--- config.mk ---
export PLATFORM = sky130hd
export DESIGN_NAME = imem_loader
export DESIGN_NICKNAME = d
export VERILOG_FILES = /design/src/rtl/imem_loader_pkg.sv /design/src/rtl/imem_loader_byte_packer.sv /design/src/rtl/imem_loader.sv
export SDC_FILE = /design/constraint.sdc
export NUM_CORES = 1
export LEC_CHECK = 0
export ABC_CLOCK_PERIOD_IN_PS = 2600
export CAP_MARGIN = 25
export CORE_MARGIN = 8
export CORE_UTILIZATION = 40
export CTS_BUF_LIST = sky130_fd_sc_hd__clkbuf_2
export DETAILED_ROUTE_END_ITERATION = 7
export HOLD_SLACK_MARGIN = 0.08
export PLACE_DENSITY_LB_ADDON = 0.12
export SYNTH_ARGS = -nofsm -noshare
export SYNTH_HDL_FRONTEND = slang
export SYNTH_SLANG_ARGS = --single-unit
--- constraint.sdc ---
create_clock -name clk -period 2.6 [get_ports clk]
set_input_delay 0.65 -clock clk [delete_from_list [all_inputs] [get_ports clk]]
set_output_delay 0.65 -clock clk [all_outputs]
set_load 0.005 [all_outputs]
--- src/rtl/imem_loader_pkg.sv ---
// Shared definitions for the mips32 instruction-memory loader: the loader state
// encoding, the decode halt opcode and the default instruction-memory geometry.
package imem_loader_pkg;

    localparam int IMEM_ADDR_W = 10;
    localparam int IMEM_DEPTH  = 1 << IMEM_ADDR_W;

    localparam logic [5:0] HALT_OPCODE = 6'b111111;

    typedef enum logic [2:0] {
        ST_IDLE,
        ST_LOAD,
        ST_CHECK,
        ST_RUN,
        ST_HALTED,
        ST_ERROR
    } loader_state_t;

endpackage

--- src/rtl/imem_loader_byte_packer.sv ---
// Big-endian 4-byte-to-word assembler: the first byte lands in [31:23+1], the
// fourth completes the word and raises word_valid in that same cycle.
module byte_packer (
    input  logic        clk,
    input  logic        rst_n,
    input  logic        clear,
    input  logic        byte_valid,
    input  logic [7:0]  byte_data,
    output logic [31:0] word,
    output logic        word_valid
);

    logic [1:0]  cnt;
    logic [23:0] held;

    // NOTE: word_valid and word are combinational so the parent can register the
    // memory write on the same edge that accepts the fourth byte.
    assign word_valid = byte_valid && (cnt == 2'd3);
    assign word       = {held, byte_data};

    // NOTE: sequential state uses non-blocking assignments only; every flop here
    // is also cleared by the asynchronous reset so a partial word never survives.
    always_ff @(posedge clk or negedge rst_n) begin
        if (!rst_n) begin
            cnt  <= 2'd0;
            held <= 24'd0;
        end else if (clear) begin
            cnt  <= 2'd0;
            held <= 24'd0;
        end else if (byte_valid) begin
            cnt  <= cnt + 2'd1;
            held <= {held[15:0], byte_data};
        end
    end

endmodule

--- src/rtl/imem_loader.sv ---
// Instruction-memory programming engine: packs a host byte stream into words,
// writes them from address 0, then runs the core until it halts.
// Optional trailing XOR checksum word: define IMEM_LOADER_CHECKSUM_EN.
module imem_loader
    import imem_loader_pkg::*;
#(
    parameter int ADDR_W = IMEM_ADDR_W
) (
    input  logic              clk,
    input  logic              rst_n,
    input  logic              load_start,
    input  logic [ADDR_W:0]   load_len,
    input  logic              in_valid,
    input  logic [7:0]        in_data,
    output logic              in_ready,
    output logic              imem_we,
    output logic [ADDR_W-1:0] imem_addr,
    output logic [31:0]       imem_wdata,
    output logic              core_run,
    input  logic              core_hlt,
    output logic              busy,
    output logic              done,
    output logic              err,
    output logic [ADDR_W:0]   words_loaded
);

    localparam logic [ADDR_W:0] DEPTH   = (ADDR_W + 1)'(1) << ADDR_W;
    localparam logic [ADDR_W:0] LEN_ONE = (ADDR_W + 1)'(1);

    loader_state_t   state;
    logic [ADDR_W:0] len_q;
    logic            accept;
    logic            start_ok;
    logic            len_bad;
    logic            word_valid;
    logic [31:0]     word;

    assign accept   = in_valid && in_ready;
    assign start_ok = load_start && (state inside {ST_IDLE, ST_HALTED, ST_ERROR});
    assign len_bad  = (load_len == '0) || (load_len > DEPTH);

    byte_packer u_packer (
        .clk        (clk),
        .rst_n      (rst_n),
        .clear      (start_ok),
        .byte_valid (accept),
        .byte_data  (in_data),
        .word       (word),
        .word_valid (word_valid)
    );

`ifdef IMEM_LOADER_CHECKSUM_EN
    logic [31:0] csum_acc;

    always_ff @(posedge clk or negedge rst_n) begin
        if (!rst_n) begin
            csum_acc <= 32'd0;
        end else if (start_ok) begin
            csum_acc <= 32'd0;
        end else if (state == ST_LOAD && word_valid) begin
            csum_acc <= csum_acc ^ word;
        end
    end
`endif

    always_ff @(posedge clk or negedge rst_n) begin
        if (!rst_n) begin
            state        <= ST_IDLE;
            len_q        <= '0;
            in_ready     <= 1'b0;
            imem_we      <= 1'b0;
            imem_addr    <= '0;
            imem_wdata   <= 32'd0;
            core_run     <= 1'b0;
            busy         <= 1'b0;
            done         <= 1'b0;
            err          <= 1'b0;
            words_loaded <= '0;
        end else begin
            imem_we <= 1'b0;
            case (state)
                ST_IDLE, ST_HALTED, ST_ERROR: begin
                    if (load_start) begin
                        done         <= 1'b0;
                        words_loaded <= '0;
                        imem_addr    <= '0;
                        len_q        <= load_len;
                        if (len_bad) begin
                            state <= ST_ERROR;
                            err   <= 1'b1;
                        end else begin
                            state    <= ST_LOAD;
                            err      <= 1'b0;
                            in_ready <= 1'b1;
                            busy     <= 1'b1;
                        end
                    end
                end
                ST_LOAD: begin
                    if (word_valid) begin
                        imem_we      <= 1'b1;
                        imem_addr    <= words_loaded[ADDR_W-1:0];
                        imem_wdata   <= word;
                        words_loaded <= words_loaded + LEN_ONE;
                        if (words_loaded + LEN_ONE == len_q) begin
                            in_ready <= 1'b0;
`ifdef IMEM_LOADER_CHECKSUM_EN
                            in_ready <= 1'b1;
                            state    <= ST_CHECK;
`else
                            state    <= ST_RUN;
`endif
                        end
                    end
                end
`ifdef IMEM_LOADER_CHECKSUM_EN
                ST_CHECK: begin
                    if (word_valid) begin
                        in_ready <= 1'b0;
                        if (word == csum_acc) begin
                            state <= ST_RUN;
                        end else begin
                            state <= ST_ERROR;
                            err   <= 1'b1;
                            busy  <= 1'b0;
                        end
                    end
                end
`endif
                ST_RUN: begin
                    // core_run is released one cycle after entering RUN, which
                    // lines it up one cycle after the final write or checksum.
                    if (core_hlt) begin
                        state    <= ST_HALTED;
                        core_run <= 1'b0;
                        done     <= 1'b1;
                        busy     <= 1'b0;
                    end else begin
                        core_run <= 1'b1;
                    end
                end
                default: state <= ST_IDLE;
            endcase
        end
    end

endmodule

**Word level (Yosys, flattened, before mapping)**

Cells that the tools add are included.

- Multiplexer cells: 30
- $add $sub $neg: 2
- Magnitude comparators: 1
- Eq/ne operators: 11
- Reductions and logical operators: 18

Operators by type and width:

| operator | count |
|---|---|
| 24-bit 2-to-1 mux | 2 |
| 11-bit 2-to-1 mux | 2 |
| 11-bit one-hot mux with 2 select lines | 1 |
| 10-bit 2-to-1 mux | 2 |
| 10-bit one-hot mux with 2 select lines | 1 |
| 3-bit 2-to-1 mux | 5 |
| 11-bit by 1-bit adder with 11-bit output (second input constant) | 1 |
| 11-bit == test | 1 |
| 11-bit greater-than comparator (second input constant) | 1 |
| 11-bit zero test | 1 |
| 1-bit 2-to-1 mux | 11 |
| 3-bit one-hot mux with 3 select lines | 1 |
| 2-bit != test (second input constant) | 4 |
| 4-bit AND reduction | 2 |
| 3-bit == test (second input constant) | 2 |
| 1-bit one-hot mux with 2 select lines | 3 |
| 3-bit AND reduction | 2 |
| 2-bit nonzero test | 3 |
| 5-bit AND reduction | 1 |
| 2-bit 2-to-1 mux | 2 |
| 2-bit AND reduction | 2 |
| 3-bit by 1-bit == test with 1-bit output (second input constant) | 1 |
| 3-bit by 2-bit == test with 1-bit output (second input constant) | 1 |
| 1-bit logical AND | 3 |
| 7 further kinds | 7 |

- Word-level logic and storage cells: 75
- Flip-flop bits (word level): 99

**Depth between registers and ports, before layout**

Gate-level depths: netlist (run 1).

- Word-level depth: 5
- Depth in mapped cells: 9

**Modules after synthesis**

Synthesis (run 1) repeated with hierarchy kept, for this count alone.

- Cell total of the unflattened synthesis: 443
- Area total of the unflattened synthesis: 4428.0 um2

By module, submodules not included:

| module | instances | cells an instance | area each (um2) |
|---|---|---|---|
| imem_loader | 1 | 349 | 3274.4 |
| byte_packer | 1 | 94 | 1153.6 |

**Least setup slack after synthesis (run 1)**

No wires, ideal clock.

- Path type: in2reg
- Start point: input port in_valid
- End point: register in_ready
- Slack: 379 ps
- Stages: 8
- Data arrival time: 2100 ps
- Library setup time: 121 ps
- Path through: nand3_1 > or3_1 > buf_6 > inv_6 > o2111ai_2 > a2111oi_2 > o2111ai_1 > a22o_1

- Cells in the longest elaborated chain, start to end: 4

RTL lines:

| element | line | text |
|---|---|---|
| start, declared | imem_loader.sv:13 | `input logic in_valid,` |
| 1-bit logical AND | imem_loader.sv:38 | `assign accept = in_valid && in_ready;` |
| 1-bit logical AND | imem_loader_byte_packer.sv:18 | `assign word_valid = byte_valid && (cnt == 2'd3);` |
| 2-bit by 1-bit != test with 1-bit output (no source line) | n/a |  |
| 5-bit AND reduction (no source line) | n/a |  |
| end signal, assigned | imem_loader.sv:70 | `in_ready <= 1'b0;` |
| end signal, assigned | imem_loader.sv:94 | `in_ready <= 1'b1;` |
| end signal, assigned | imem_loader.sv:106 | `in_ready <= 1'b0;` |
| end, declared | imem_loader.sv:15 | `output logic in_ready,` |

Every way passes these cells.
A chain may end at the register's enable or synchronous reset.

**Worst setup path after layout (run 1)**

- Start point: register words_loaded[5]
- End point: output port words_loaded[5]

RTL lines:

| element | line | text |
|---|---|---|
| start, declared | imem_loader.sv:24 | `output logic [ADDR_W:0] words_loaded` |
| start signal, assigned | imem_loader.sv:104 | `words_loaded <= words_loaded + LEN_ONE;` |

No word-level cell between the ends.

==> qor.csv, run 1 <==
metric;value;unit
crit path cell chain;clkdlybuf4s50_1;
Pleak;2.41;nW
Pwr per Cell Area;746;nW/um2
total routed wirelength;9960;um
Post-CTS Setup Inserts;0;
Slew Viols, Final;0;
cell family with most CP delay;flip-flops;
yosys warns;0;
critical setup path kind;reg2out;
number of max-cap violations;0;
worst hold slack;0.497;ns
Critical Path End Type;output port;
Post-Syn Nets;474;
via/cell ratio;5.10;
clk buf depth;2;
GRT Resource Usage Total;14.8;%
Hold Crit Depth;2;
die width;119;um
clk_skew;0.0338;ns
vias in the first global route;3433;
ant diodes;0;
setup violators final;0;
area occupied by multi-input gates;1650;um2
Worst path depth;1;
DP HPWL;7020;um
Seq/Total Area, Yosys;58.3;%
status;finished, final reports clean;
die area;14200;um2
post-route cell area;5330;um2
Slowest-stage cell, CP;dfrtp_1;
I/O Buffers;82;
most frequent cells in the layout;164 x nand2_1, 99 x dfrtp_1, 81 x clkdlybuf4s50_1;
TritonCTS buffer count;9;
FF/Latch Area;2480;um2
first-pass GRT wire length;17400;um
Tightest Hold Check Type;reg2reg;
DRC Markers;0;
worst vdd ir;0.311;mV
routability-driven placement congestion ratio;0.874;
fmax;421;MHz
worst-margin pin slew;0.442;ns
CP Launch Type;flop;
mean routed wirelength per cell;14.9;um
final period utilization;91.3;%
area of placed instances;5250;um2
drt first pass iters;4;
core area;10300;um2
wire length on met2;4160;um
root buffer cell;clkbuf_2;
setup tns final;0;ns
cell count of the worst reg-to-reg path;8;
Mapped Area;4250;um2
Fin. Hold Viols;0;
Int Power;2.67;mW
post-layout util;51.6;%
Worst path max stage delay;0.63;ns
Std-Cell Rows;37;
crit path DAT;1.72;ns
largest net degree at the start of global routing;73;
CP required;1.95;ns
die height;119;um
Clock Latency Late Sink;0.54;ns
total power;3.97;mW
CTS tree;yes;
unrepaired setup endpoints after global routing;false;
Mean Syn Cell Area;9.48;um2
layout cells sized above 1;7.92;%
via count;3398;
fillers;983;
slew margin rel.;70.5;%
met3 WL;716;um
Synth Instances;448;
CTS clk-pin slew, worst paths;0.23;ns
power share of the clock group;14.6;%
Psw;1.30;mW
Worst Path Buf+Inv;1;
top layer reached by signal wires;met4;
final net count;554;
H-tree depth;3;
met1 WL;4880;um
Starting DRT DRC Count;139;
initial antenna violation count;0;
Seq pwr share;54.0;%
#FFs+latches synth;99;
Yosys cell types;38;
Gate power share;31.3;%
min cycle time layout;2.37;ns
grt total ovfl;0;
Detail Route Antenna Nets;0;
Layout area overhead;25.5;%
clock sink total;99;
Worst Path Max Fanout;11;
Starting Density;41.1;%
Ports;83;
Sw Share;32.7;%
commonest non-fill, non-tap cell in the layout;nand2_1;
## repair_timing
action | in CTS | in global routing
gates resized for setup | 0 | 0
hold buffers | 1 | 0
endpoints found under the hold margin | 27 | 0
## final timing paths
| path | start | slack, ns | endpoint |
|---|---|---|---|
| worst max register to register | u_packer.cnt[0] | 0.39 | in_ready |
| max in group asynchronous | rst_n | 1.34 | u_packer.held[13] |
| worst min register to register | u_packer.held[19] | 0.50 | imem_wdata[27] |
| worst min-delay path | u_packer.held[19] | 0.50 | imem_wdata[27] |
| min in group asynchronous | rst_n | 0.54 | len_q[1] |
| worst max-delay path | words_loaded[5] | 0.23 | words_loaded[5] |
## registers in the layout (all words and copies together), names as in the netlist
register / cells
state: 3
imem_wdata: 32
core_run: 1
busy: 1
in_ready: 1
u_packer.held: 24
words_loaded: 11
u_packer.cnt: 2
imem_addr: 10
imem_we: 1
err: 1
done: 1
len_q: 11
## metrics by stage
step                      cells  worst slack [ns]
after CTS                   666             0.171
final                       666             0.226
after global placement      652            -0.145
after global routing        666            0.0967
after floorplan             448             0.379
after detailed placement    652            -0.213
## metal layers
layer / GRT usage [%] / vias up
met2: 20.5 / 86
met5: 0 / -
li1: - / 1643
met1: 20.5 / 1654
met3: 4.53 / 15
met4: 6.80 / 0
## logic make-up (layout without fill, tap and decap cells)
family                     after synthesis  in the layout  share of synthesized area (%)
AOI/OAI and AO/OA                       82             82                           12.0
xor gates and xnor gates                12             12                           2.48
adders and majority gates                2              2                          0.589
buffers and inverters                   29            111                           3.01
DFF                                     99             99                           58.3
muxes                                   11             11                           2.92
and+or+nand+nor                        213            213                           20.7
## layout make-up
type / count / share of cell area (%)
Clock buffer: 9 / 0.845
Tap cell: 136 / 3.19
Multi-Input combinational cell: 320 / 30.9
Timing Repair Buffer: 97 / 18.0
Inverter: 1 / 0.164
Sequential cell: 99 / 46.5
Clock inverter: 4 / 0.399
## power by group through the flow
stage / clock [mW] / combinational [mW] / sequential [mW]
floorplan: 0 / 0.650 / 2.14
global placement: 0 / 1.25 / 2.17
detailed placement: 0 / 1.27 / 2.18
CTS: 0.611 / 1.27 / 2.15
global route: 0.662 / 1.40 / 2.21
finish: 0.582 / 1.24 / 2.15
## cells in the mapped netlist, drive strengths merged
cell type,count,area [um2]
and3,1,6.26
ha,2,25.0
o21a,3,22.5
a21oi,30,150
a22o,12,105
a31oi,1,6.26
and4b,1,10.0
and2,5,31.3
o21ai,24,120
nor2,20,75.1
buf,7,40.0
a211oi,1,7.51
nor4,3,18.8
o2111ai,2,23.8
o31ai,6,45.0
o22ai,1,6.26
inv,1,8.76
xnor2,9,78.8
nand4,2,12.5
nor2b,2,12.5
mux2,11,124
nor3b,2,15.0
dfrtp,99,2480
and4,1,8.76
nand2,164,616
xor2,3,26.3
o31a,1,8.76
a2111oi,1,15.0
nand2b,2,20.0
or3,1,6.26
clkbuf,21,78.8
nand3,6,30.0
nor3,3,15.0
No activity file was read; power rests on OpenSTA's default activity.
==> run 2, diff against run 1 <==
--- a/config.mk
+++ b/config.mk
@@ -5,7 +5,7 @@
 export SDC_FILE = /design/constraint.sdc
 export NUM_CORES = 1
 export LEC_CHECK = 0
-export ABC_CLOCK_PERIOD_IN_PS = 2600
+export ABC_CLOCK_PERIOD_IN_PS = 2500
 export CAP_MARGIN = 25
 export CORE_MARGIN = 8
 export CORE_UTILIZATION = 40
==> constraint.sdc (replaced) <==
create_clock -name clk -period 2.5 [get_ports clk]
set_input_delay 0.625 -clock clk [delete_from_list [all_inputs] [get_ports clk]]
set_output_delay 0.625 -clock clk [all_outputs]
set_load 0.005 [all_outputs]
==> qor.csv, run 2 (synthesized netlist as in run 1, its figures left out) <==
metric;value;unit;change
status;finished, final reports clean;;
commonest non-fill, non-tap cell in the layout;nand2_1;;
Starting Density;41.1;%;unchanged
DP HPWL;7170;um;+2.1%
cell family with most CP delay;flip-flops;;
setup slack after layout;0.161;ns;-0.0646 ns
Slew Viols, Final;0;;unchanged
routability-driven placement congestion ratio;0.843;;-3.6%
Hold Crit Depth;2;;unchanged
die width;119;um;unchanged
setup tns final;0;ns;unchanged
CTS tree;yes;;
fillers;979;;-0.41%
Largest regs;imem_wdata x32, u_packer.held x24;;
first-pass GRT wire length;17700;um;+1.9%
slew margin rel.;49.1;%;-21 points
min cycle time layout;2.34;ns;
grt total ovfl;0;;unchanged
area occupied by multi-input gates;1650;um2;unchanged
CP required;1.88;ns;-0.07 ns
most frequent cells in the layout;164 x nand2_1, 98 x dfrtp_1, 81 x clkdlybuf4s50_1;;
total routed wirelength;10100;um;+1.8%
Detail Route Antenna Nets;0;;unchanged
initial antenna violation count;0;;unchanged
CTS clk-pin slew, worst paths;0.28;ns;+0.05 ns
Worst path max stage delay;0.61;ns;-0.02 ns
cell count of the worst reg-to-reg path;8;;unchanged
Starting DRT DRC Count;180;;+29%
DRC Markers;0;;unchanged
final period utilization;93.5;%;
dpl ws;-0.310;ns;-0.0971 ns
drt first pass iters;5;;+1
Pleak;2.44;nW;+1.4%
total power;4.24;mW;+6.6%
CP Launch Type;flop;;
clk_skew;0.0355;ns;+0.00171 ns
clk buf depth;2;;unchanged
Layout area overhead;27.0;%;
vias in the first global route;3430;;-0.087%
worst-margin pin slew;0.761;ns;+0.319 ns
ant diodes;0;;unchanged
setup violators final;0;;unchanged
max FFs per register;32;;unchanged
crit path cell chain;clkdlybuf4s50_1;;
Slowest-stage cell, CP;dfrtp_1;;
fmax;428;MHz;
die area;14200;um2;unchanged
TritonCTS buffer count;9;;unchanged
Critical Path End Type;output port;;
crit path DAT;1.71;ns;about the same
via/cell ratio;5.05;;-1.0%
largest net degree at the start of global routing;44;;-40%
clock sink total;99;;unchanged
mean routed wirelength per cell;15.1;um;+0.78%
critical setup path kind;reg2out;;
Clock Latency Late Sink;0.54;ns;about the same
FF/Latch Area;2480;um2;about the same
via count;3398;;unchanged
Pwr per Cell Area;785;nW/um2;+5.3%
worst hold slack;0.481;ns;-0.0158 ns
H-tree depth;3;;unchanged
number of max-cap violations;0;;unchanged
Std-Cell Rows;37;;unchanged
die height;119;um;unchanged
Worst Path Buf+Inv;1;;unchanged
core area;10300;um2;unchanged
worst vdd ir;0.319;mV;+2.5%
I/O Buffers;82;;unchanged
root buffer cell;clkbuf_2;;
Ports;83;;unchanged
Fin. Hold Viols;0;;unchanged
layout cells sized above 1;9.68;%;+1.8 points
final net count;558;;+0.72%
Worst Path Max Fanout;10;;-1
unrepaired setup endpoints after global routing;false;;
Tightest Hold Check Type;reg2reg;;
Worst path depth;1;;unchanged
largest register by flop count;imem_wdata;;
GRT Resource Usage Total;15.0;%;+0.20 points
-- run 2: cell count changes in the layout (fill, tap and decap cells not counted), moves of 2 or more --
cell / previous run / this run
buf_4: 13 / 17
clkbuf_2: 9 / 11
clkinv_1: 2 / 0
inv_6: 1 / 3
-- run 2: timing repair --
item,CTS,global route
setup endpoints to repair,0,1
buffers inserted,0,0
hold buffers,1,0
gates resized for setup,0,1
endpoints found under the hold margin,41,0
-- run 2: cell type report --
cell class              count  share of cell area, %
repair buffers            101                   18.3
well taps                 136                   3.15
flip-flops and latches     99                   45.9
inverters                   1                  0.162
clock inverters             5                  0.835
clock buffers              11                   1.02
multi-input cells         320                   30.6
-- run 2: routing by layer --
metal | share of wire (%) | GRT usage, %
met1 | 49 | 21.2
met2 | 43 | 21.5
met3 | 6.2 | 3.92
met4 | 1.6 | 5.38
met5 | 0 | 0
-- run 2: per-stage QoR --
stage	area, um2	cells	util [%]
after floorplan	4250	448	-
after global placement	5280	656	51.2
after detailed placement	5280	656	51.2
after CTS	5390	673	52.2
after global routing	5400	673	52.3
final	5400	673	52.3
-- run 2: path summary, 6_finish.rpt --
path,from,end,slack (ns)
max,words_loaded[7],words_loaded[7],0.16
min,u_packer.held[20],imem_wdata[28],0.48
max reg2reg,u_packer.cnt[0],imem_addr[1],0.26
min reg2reg,u_packer.held[20],imem_wdata[28],0.48
max in group asynchronous,rst_n,u_packer.held[19],1.34
min in group asynchronous,rst_n,imem_addr[9],0.58
-- run 2: where the power goes --
| group | total (mW) | internal, mW | switching [mW] |
|---|---|---|---|
| Sequential | 2.23 | 1.97 | 0.265 |
| Clock | 0.704 | 0.157 | 0.548 |
| Combinational | 1.30 | 0.706 | 0.593 |
